--- src/rtl/csa_reduction_pipe_if.sv ---
// Handshake bundle for csa_reduction_pipe: operand words in, redundant Sum/Carry pair out.
// The master side feeds operands and absorbs results; the slave side is the reduction pipe.
interface csa_reduction_pipe_if #(
  parameter int WIDTH   = 24,
  parameter int NUM_OPS = 21,
  parameter int OUT_W   = WIDTH + $clog2(NUM_OPS)
) ();

  logic                     InValid;
  logic                     InReady;
  logic [NUM_OPS*WIDTH-1:0] Operands;
  logic                     OutValid;
  logic                     OutReady;
  logic [OUT_W-1:0]         Sum;
  logic [OUT_W-1:0]         Carry;

  modport master (
    output InValid, Operands, OutReady,
    input  InReady, OutValid, Sum, Carry
  );

  modport slave (
    input  InValid, Operands, OutReady,
    output InReady, OutValid, Sum, Carry
  );

endinterface

--- src/rtl/csa_reduction_pipe.sv ---
// Pipelined 3:2 carry-save reduction tree: NUM_OPS partial products down to a Sum/Carry pair,
// one register per level, valid/ready flow control with bubble collapsing.
module csa_reduction_pipe #(
  parameter int WIDTH   = 24,
  parameter int NUM_OPS = 21,
  parameter bit SIGNED  = 1'b0,
  parameter int OUT_W   = WIDTH + $clog2(NUM_OPS)
) (
  input logic                  Clk,
  input logic                  RstN,
  csa_reduction_pipe_if.slave  bus
);

  function automatic int nextCount(input int n);
    return 2 * (n / 3) + (n % 3);
  endfunction

  // Number of words entering level lvl (level 0 sees the raw operands).
  function automatic int levelCount(input int lvl);
    int n;
    n = NUM_OPS;
    for (int j = 0; j < lvl; j++) n = nextCount(n);
    return n;
  endfunction

  function automatic int countLevels();
    int n;
    int l;
    n = NUM_OPS;
    l = 0;
    while (n > 2) begin
      n = nextCount(n);
      l++;
    end
    return l;
  endfunction

  // Offset of level lvl's register words inside the flat stageQ array.
  function automatic int qBase(input int lvl);
    int s;
    s = 0;
    for (int m = 1; m <= lvl; m++) s += levelCount(m);
    return s;
  endfunction

  localparam int L      = countLevels();
  localparam int QTOTAL = qBase(L);

  if (NUM_OPS < 3 || NUM_OPS > 64) begin : g_param_check
    $error("csa_reduction_pipe: NUM_OPS must lie in 3..64");
  end

  logic [NUM_OPS-1:0][OUT_W-1:0] extOps;
  logic [QTOTAL-1:0][OUT_W-1:0]  stageQ;
  logic [L-1:0]                  stageValid;
  logic [L-1:0]                  stageReady;
  logic [L-1:0]                  validIn;

  for (genvar k = 0; k < NUM_OPS; k++) begin : g_ext
    if (SIGNED) begin : g_sext
      assign extOps[k] = OUT_W'($signed(bus.Operands[k*WIDTH +: WIDTH]));
    end else begin : g_zext
      assign extOps[k] = OUT_W'(bus.Operands[k*WIDTH +: WIDTH]);
    end
  end

  // A stage may load if it is empty or anything between it and the output is empty or draining;
  // expressed without a ready->ready chain so there is no combinational loop through one vector.
  for (genvar j = 0; j < L; j++) begin : g_ready
    assign stageReady[j] = bus.OutReady || !(&stageValid[L-1:j]);
  end

  assign validIn     = L'({stageValid, bus.InValid});
  assign bus.InReady = stageReady[0];

  // NOTE: sequential state uses non-blocking assignments so every stage samples the pre-edge
  // value of its neighbour and the whole pipe shifts in lockstep.
  always_ff @(posedge Clk or negedge RstN) begin
    if (!RstN) begin
      stageValid <= '0;
    end else begin
      for (int j = 0; j < L; j++) begin
        if (stageReady[j]) stageValid[j] <= validIn[j];
      end
    end
  end

  for (genvar j = 0; j < L; j++) begin : g_level
    localparam int NIN   = levelCount(j);
    localparam int NOUT  = levelCount(j + 1);
    localparam int NFA   = NIN / 3;
    localparam int NPASS = NIN % 3;

    logic [NIN-1:0][OUT_W-1:0]  din;
    logic [NOUT-1:0][OUT_W-1:0] dnext;
    logic [NOUT-1:0][OUT_W-1:0] q;

    if (j == 0) begin : g_src
      assign din = extOps;
    end else begin : g_src
      assign din = stageQ[qBase(j-1) +: NIN];
    end

    for (genvar i = 0; i < NFA; i++) begin : g_fa
      logic [OUT_W-1:0] a, b, c;
      assign a = din[3*i];
      assign b = din[3*i+1];
      assign c = din[3*i+2];
      assign dnext[2*i]   = a ^ b ^ c;
      // Carry weight is one bit higher; the top bit falls off because arithmetic is mod 2^OUT_W.
      assign dnext[2*i+1] = ((a & b) | (a & c) | (b & c)) << 1;
    end

    for (genvar p = 0; p < NPASS; p++) begin : g_pass
      assign dnext[2*NFA+p] = din[3*NFA+p];
    end

    // NOTE: data registers are reset as well as the valid bits, because Sum and Carry must read
    // zero while reset is held; elsewhere data under a clear valid bit is simply don't-care.
    always_ff @(posedge Clk or negedge RstN) begin
      if (!RstN) begin
        q <= '0;
      end else if (stageReady[j]) begin
        q <= dnext;
      end
    end

    assign stageQ[qBase(j) +: NOUT] = q;
  end

  assign bus.OutValid = stageValid[L-1];
  assign bus.Sum      = stageQ[qBase(L-1)];
  assign bus.Carry    = stageQ[qBase(L-1) + 1];

endmodule

--- src/flat_wrapper.sv ---
// flat-port wrapper written by rule: the top's interface ports become plain ports
module csa_reduction_pipe_flat 
#(
  parameter int WIDTH   = 24,
  parameter int NUM_OPS = 21,
  parameter bit SIGNED  = 1'b0,
  parameter int OUT_W   = WIDTH + $clog2(NUM_OPS)
)
  (Clk, RstN, bus_InValid, bus_Operands, bus_OutReady, bus_InReady, bus_OutValid, bus_Sum, bus_Carry);
  csa_reduction_pipe_if #(.WIDTH(WIDTH), .NUM_OPS(NUM_OPS), .OUT_W(OUT_W)) bus_i ();
  input logic Clk;
  input logic RstN;
  input wire logic [$bits(bus_i.InValid)-1:0] bus_InValid;
  input wire logic [$bits(bus_i.Operands)-1:0] bus_Operands;
  input wire logic [$bits(bus_i.OutReady)-1:0] bus_OutReady;
  output wire logic [$bits(bus_i.InReady)-1:0] bus_InReady;
  output wire logic [$bits(bus_i.OutValid)-1:0] bus_OutValid;
  output wire logic [$bits(bus_i.Sum)-1:0] bus_Sum;
  output wire logic [$bits(bus_i.Carry)-1:0] bus_Carry;
  assign bus_i.InValid = bus_InValid;
  assign bus_i.Operands = bus_Operands;
  assign bus_i.OutReady = bus_OutReady;
  assign bus_InReady = bus_i.InReady;
  assign bus_OutValid = bus_i.OutValid;
  assign bus_Sum = bus_i.Sum;
  assign bus_Carry = bus_i.Carry;
  csa_reduction_pipe #(.WIDTH(WIDTH), .NUM_OPS(NUM_OPS), .SIGNED(SIGNED), .OUT_W(OUT_W)) u_core (.Clk(Clk), .RstN(RstN), .bus(bus_i));
endmodule
--- config.mk ---
export PLATFORM = sky130hd
export DESIGN_NAME = csa_reduction_pipe_flat
export DESIGN_NICKNAME = d
export VERILOG_FILES = /design/src/rtl/csa_reduction_pipe_if.sv /design/src/rtl/csa_reduction_pipe.sv /design/src/flat_wrapper.sv
export SDC_FILE = /design/constraint.sdc
export NUM_CORES = 2
export LEC_CHECK = 0
export ABC_AREA = 1
export ABC_CLOCK_PERIOD_IN_PS = 1400
export BUFFER_PORTS_ARGS = -buffer_cell sky130_fd_sc_hd__buf_2
export CAP_MARGIN = 0
export CORE_MARGIN = 2
export CORE_UTILIZATION = 45
export DETAILED_ROUTE_END_ITERATION = 8
export PLACE_DENSITY = 0.66
export SLEW_MARGIN = 20
export SYNTH_ARGS = -nofsm -noshare
export SYNTH_HDL_FRONTEND = slang
export SYNTH_SLANG_ARGS = --single-unit
--- constraint.sdc ---
create_clock -name Clk -period 1.4 [get_ports Clk]
set_input_delay 0.28 -clock Clk [delete_from_list [all_inputs] [get_ports Clk]]
set_output_delay 0.28 -clock Clk [all_outputs]
set_load 0.01 [all_outputs]
# Yosys cells after proc, flatten, opt, wreduce, memory -nomap -nowiden
# Cells that the tools add are included.
# totals
elab_cells,205
input_bits,508
register_bits,1287
out_inout_bits,60
# op_classes
n_reduce_logical,20
n_bitwise,133
# op_table
operator,count
$or A28 B28 Y28,38
$and A28 B28 Y28,36
$xor A29 B29 Y29,24
$and A24 B24 Y24,21
$xor A29 B24 Y29,7
$xor A24 B24 Y24,7
$logic_not A1 Y1,7
$logic_or A1 B1 Y1,7
$reduce_and A7 Y1,1
$reduce_and A6 Y1,1
$reduce_and A5 Y1,1
$reduce_and A4 Y1,1
$reduce_and A3 Y1,1
$reduce_and A2 Y1,1

# Logic depth before layout (Yosys ltp)
# logic_depth
word_depth,3
depth_mapped,8
depth_no_buf,5

# Worst setup path before layout
# No wires, ideal clock.
# synth_path
kind,reg2reg
startpoint,register u_core.stageValid[6]
endpoint,"register u_core.g_level[1].q, in the netlist u_core.g_level[2].g_fa[0].a[10]"
stages_incl_launch_ff,9
n_path_buf,3
synth_period_minus_slack_ns,1.458
slack_ns,-0.058
setup_ns,0.117
required_ns,1.283
arrival_ns,1.342
cell_sequence,dfrtp_1 > nand3_1 > nor2_4 > nand2_1 > buf_2 > buf_2 > buf_2 > nand2_1 > nand2_1
# synth_via
elab_chain_cells,3
# synth_rtl
element,line,source
"start, declared",csa_reduction_pipe.sv:55,logic [L-1:0] stageValid;
"start signal, assigned by index",csa_reduction_pipe.sv:83,if (stageReady[j]) stageValid[j] <= validIn[j];
$reduce_and A6 Y1,csa_reduction_pipe.sv:70,assign stageReady[j] = bus.OutReady || !(&stageValid[L-1:j]);
$logic_not A1 Y1,csa_reduction_pipe.sv:70,
$logic_or A1 B1 Y1,csa_reduction_pipe.sv:70,
"end signal, assigned",csa_reduction_pipe.sv:124,q <= dnext;
"end, declared",csa_reduction_pipe.sv:96,logic [NOUT-1:0][OUT_W-1:0] q;
# Every way passes these cells.
# A chain may end at the register's enable or synchronous reset.

# Worst setup path in the final report
# layout_path
startpoint,register u_core.stageValid[5]
endpoint,output bus_InReady
# layout_via
elab_chain_cells,3
# layout_rtl
element,line,source
$reduce_and A7 Y1,csa_reduction_pipe.sv:70,
$logic_not A1 Y1,csa_reduction_pipe.sv:70,
$logic_or A1 B1 Y1,csa_reduction_pipe.sv:70,
"end, declared",flat_wrapper.sv:16,output wire logic [$bits(bus_i.InReady)-1:0] bus_InReady;
# Every way passes these cells.

==> results.ini <==
[cts]
cts-root-buf = clkbuf_16
numCtsBuffers = 117
cts_tree = built
clk_pin_slew_ps = 60
cts_buffer_depth = 3
insertion_delay_ps = 730
cts_htree_levels = 3
cts_sinks = 1122
cts_hold_buf = 493

[routing]
drt-vias-per-instance = 5.63
vias = 46100
drtPass1Iterations = 6
routed_wl_um = 195000
wire_per_inst_um = 23.9
drt_iter0_markers = 5195
final_antenna_net_count = 0
drcViolationCount = 0

[global_routing]
track_usage_pct = 30.1
antenna_found_initial = 7
grt_start_max_net_pins = 79
grt_pass1_wl_um = 277000
grt_pass1_vias = 46300
overflow = 0

[floorplan]
die_w_um = 346
rows = 125
dieHeight_um = 346
core-area_um2 = 116000
floorplan.die_area_um2 = 120000
start_util_pct = 45.4
ios = 568

[synth]
yosysWarnings = 0
synth_commonest_cells = 2,323 x nand2_1, 1,122 x dfrtp_1, 937 x nand3_1
syn_avg_cell_area_um2 = 9.97
synth_edf_count = 0
synth_area_um2 = 52700
yosysTopAreaCell = dfrtp_1
ys.flop_type = dfrtp_1
seq_area_frac_synth_pct = 53.3
ys_top_cells_by_area = dfrtp_1 53%, fa_1 17%, nand2_1 17%
syn_inst = 5288
netlist.area_leader.share_pct = 53.3
ys_types = 18
ys_seq_elements = 1122
async_flop_share_pct = 100
yosysMostFrequentCell = nand2_1

[setup_path]
critPathMaxFanout = 2
max_stage_delay_ps = 390
crit_chain = nand3_2, nor2_4, buf_12, nand2_8, buf_12, buf_6
crit_type = reg -> out
crit_buf_inv = 3
crit_path_start_kind = register
critPathSlowestCell = dfrtp_1
worstPathRequired_ps = 1120
critPathTopFamily = flip-flops
timing.critical_path.mode_cell = buf_12
end_kind = primary output
arrival_ps = 1800

[pwr]
seq_power_share_pct = 39.3
clockPowerShare_pct = 22.8
p_int_mw = 86.0
netSwitchingPower_mw = 54.6
p_per_area_nw_per_um2 = 1900
p_leak_nw = 36.8
switching_share_pct = 38.9
ir_drop_v = 0.00116
finalPower_mw = 141
combPwrFrac_pct = 37.9

[layout]
fillCellCount = 8460
fin_util_pct = 63.7
final_cell_count_no_fill = 8186
drive_above_1_share_pct = 22.4
area_growth_syn_to_layout_pct = 40.5
nets = 7536

[timing]
postLayoutSetupSlackWorst_ps = -685
maxSlewViolCount = 0
tightest_slew_ps = 513
hold_violations = 6
setup_violations = 1178
rsz0062_at_grt = true
fmax_mhz = 480
slew_headroom_pct = 65.8
finClkSkew_ps = 40.1
period_share_pct = 149
whs_ps = -21.5
min_period_ps = 2080

[placement]
port_buffers = 563
place.gp.congestion = 0.876
hpwl_um = 113000
dp_cells = 7247

[outcome]
status = finished, violations left
failed_checks = negative hold slack, negative setup slack

[min_path]
min_path_type = in -> reg

[run]
drv_cap = 0

## sequential cells by signal (all words and copies together) (netlist names)
signal and flops:
u_core.bus.Sum 28, u_core.bus.Carry 26, u_core.g_level.g_fa.a 299, u_core.g_level.g_fa.b 298
u_core.g_level.g_fa.c 295, u_core.stageValid 7, u_core.g_level.q 169
## worst paths after layout
path	start	endpoint	slack, ps	depth (start not counted)
max	u_core.stageValid[5]$_DFFE_PN0P_	bus_InReady	-680	6
min	bus_Operands[372]	u_core.g_level[1].g_fa[3].b[12]$_DFFE_PN0P_	-20	4
max reg2reg	u_core.stageValid[5]$_DFFE_PN0P_	u_core.g_level[2].g_fa[0].b[21]$_DFFE_PN0P_	-640	12
min reg2reg	u_core.g_level[3].q[110]$_DFFE_PN0P_	u_core.g_level[5].g_fa[0].c[23]$_DFFE_PN0P_	460	2
max in group asynchronous	RstN	u_core.stageValid[3]$_DFFE_PN0P_	580	4
min in group asynchronous	RstN	u_core.g_level[4].g_fa[0].a[15]$_DFFE_PN0P_	170	3
## timing repair
item,in CTS,in global routing
gates resized for setup,252,338
gates cloned,69,70
endpoints found under the hold margin,1418,2
endpoints found under the setup margin,1134,1178
pin swaps,7,131
buffers inserted,54,48
## power by group through the flow
stage	combinational, mW	sequential, mW	clock [mW]
after floorplan	23.0	52.0	0
after global placement	41.5	54.8	0
after detailed placement	42.2	55.1	0
after CTS	47.4	54.6	32.2
after global routing	57.2	56.4	33.8
final	53.3	55.3	32.0
## kinds of logic after synthesis
kind of cell	after synthesis	synth area share (%)
other	1	0.00711
flip-flops	1122	53.3
adder cells (fa/ha/maj)	467	17.5
AND/OR/NAND/NOR	3266	25.5
AO/OA/AOI/OAI	50	0.475
buffers and inverters	382	3.26
## layout make-up
class,count,area [um2],share of cell area (%)
sequential,1122,28100,37.9
multi-input combinational,3789,24400,32.9
timing repair buffer,1498,15600,21.1
clock buffer,174,3490,4.72
tap,1524,1910,2.58
clock inverter,40,459,0.620
inverter,33,129,0.174
antenna,6,15.0,0.0203
## cell usage in the layout (no fill, tap or decap), types with 30 or more instances in the layout
| cell type | n |
|---|---|
| nand3_2 | 139 |
| nand3_1 | 787 |
| fa_1 | 450 |
| buf_16 | 82 |
| nand2_1 | 2189 |
| o21ai_0 | 50 |
| clkbuf_8 | 33 |
| inv_1 | 30 |
| nand2_2 | 101 |
| buf_8 | 37 |
| buf_2 | 560 |
| dfrtp_1 | 1119 |
| buf_12 | 98 |
| buf_4 | 123 |
| clkbuf_16 | 175 |
| dlygate4sd3_1 | 493 |
| buf_6 | 39 |
## routing by layer
metal	vias up	track usage, %	wire length [um]
met5	-	0	14
met4	2	14.4	11700
met3	694	4.91	16800
met2	2902	47.5	91200
met1	23100	40.9	75600
li1	19400	-	-
## stage by stage
| stage | cell area (um2) | setup TNS, ps | setup slack (ps) |
|---|---|---|---|
| after detailed placement | 58600 | -225780 | -347 |
| final | 74100 | -537690 | -685 |
| after global placement | 58600 | -205100 | -331 |
| after floorplan | 52800 | -1480 | -23.7 |
| after CTS | 70800 | -427690 | -698 |
| after global routing | 74000 | -619340 | -740 |
## worst reg2reg max path, stage by stage, from the launching register on
cell	delay, ps
dfrtp_1	390
nand3_2	110
nor2_4	140
buf_12	140
buf_4	110
buf_6	90
buf_12	150
buf_12	160
nand2_8	140
buf_12	210
buf_12	170
nand2_1	90
nand2_1	60
Power figures use the tool's default switching activity.
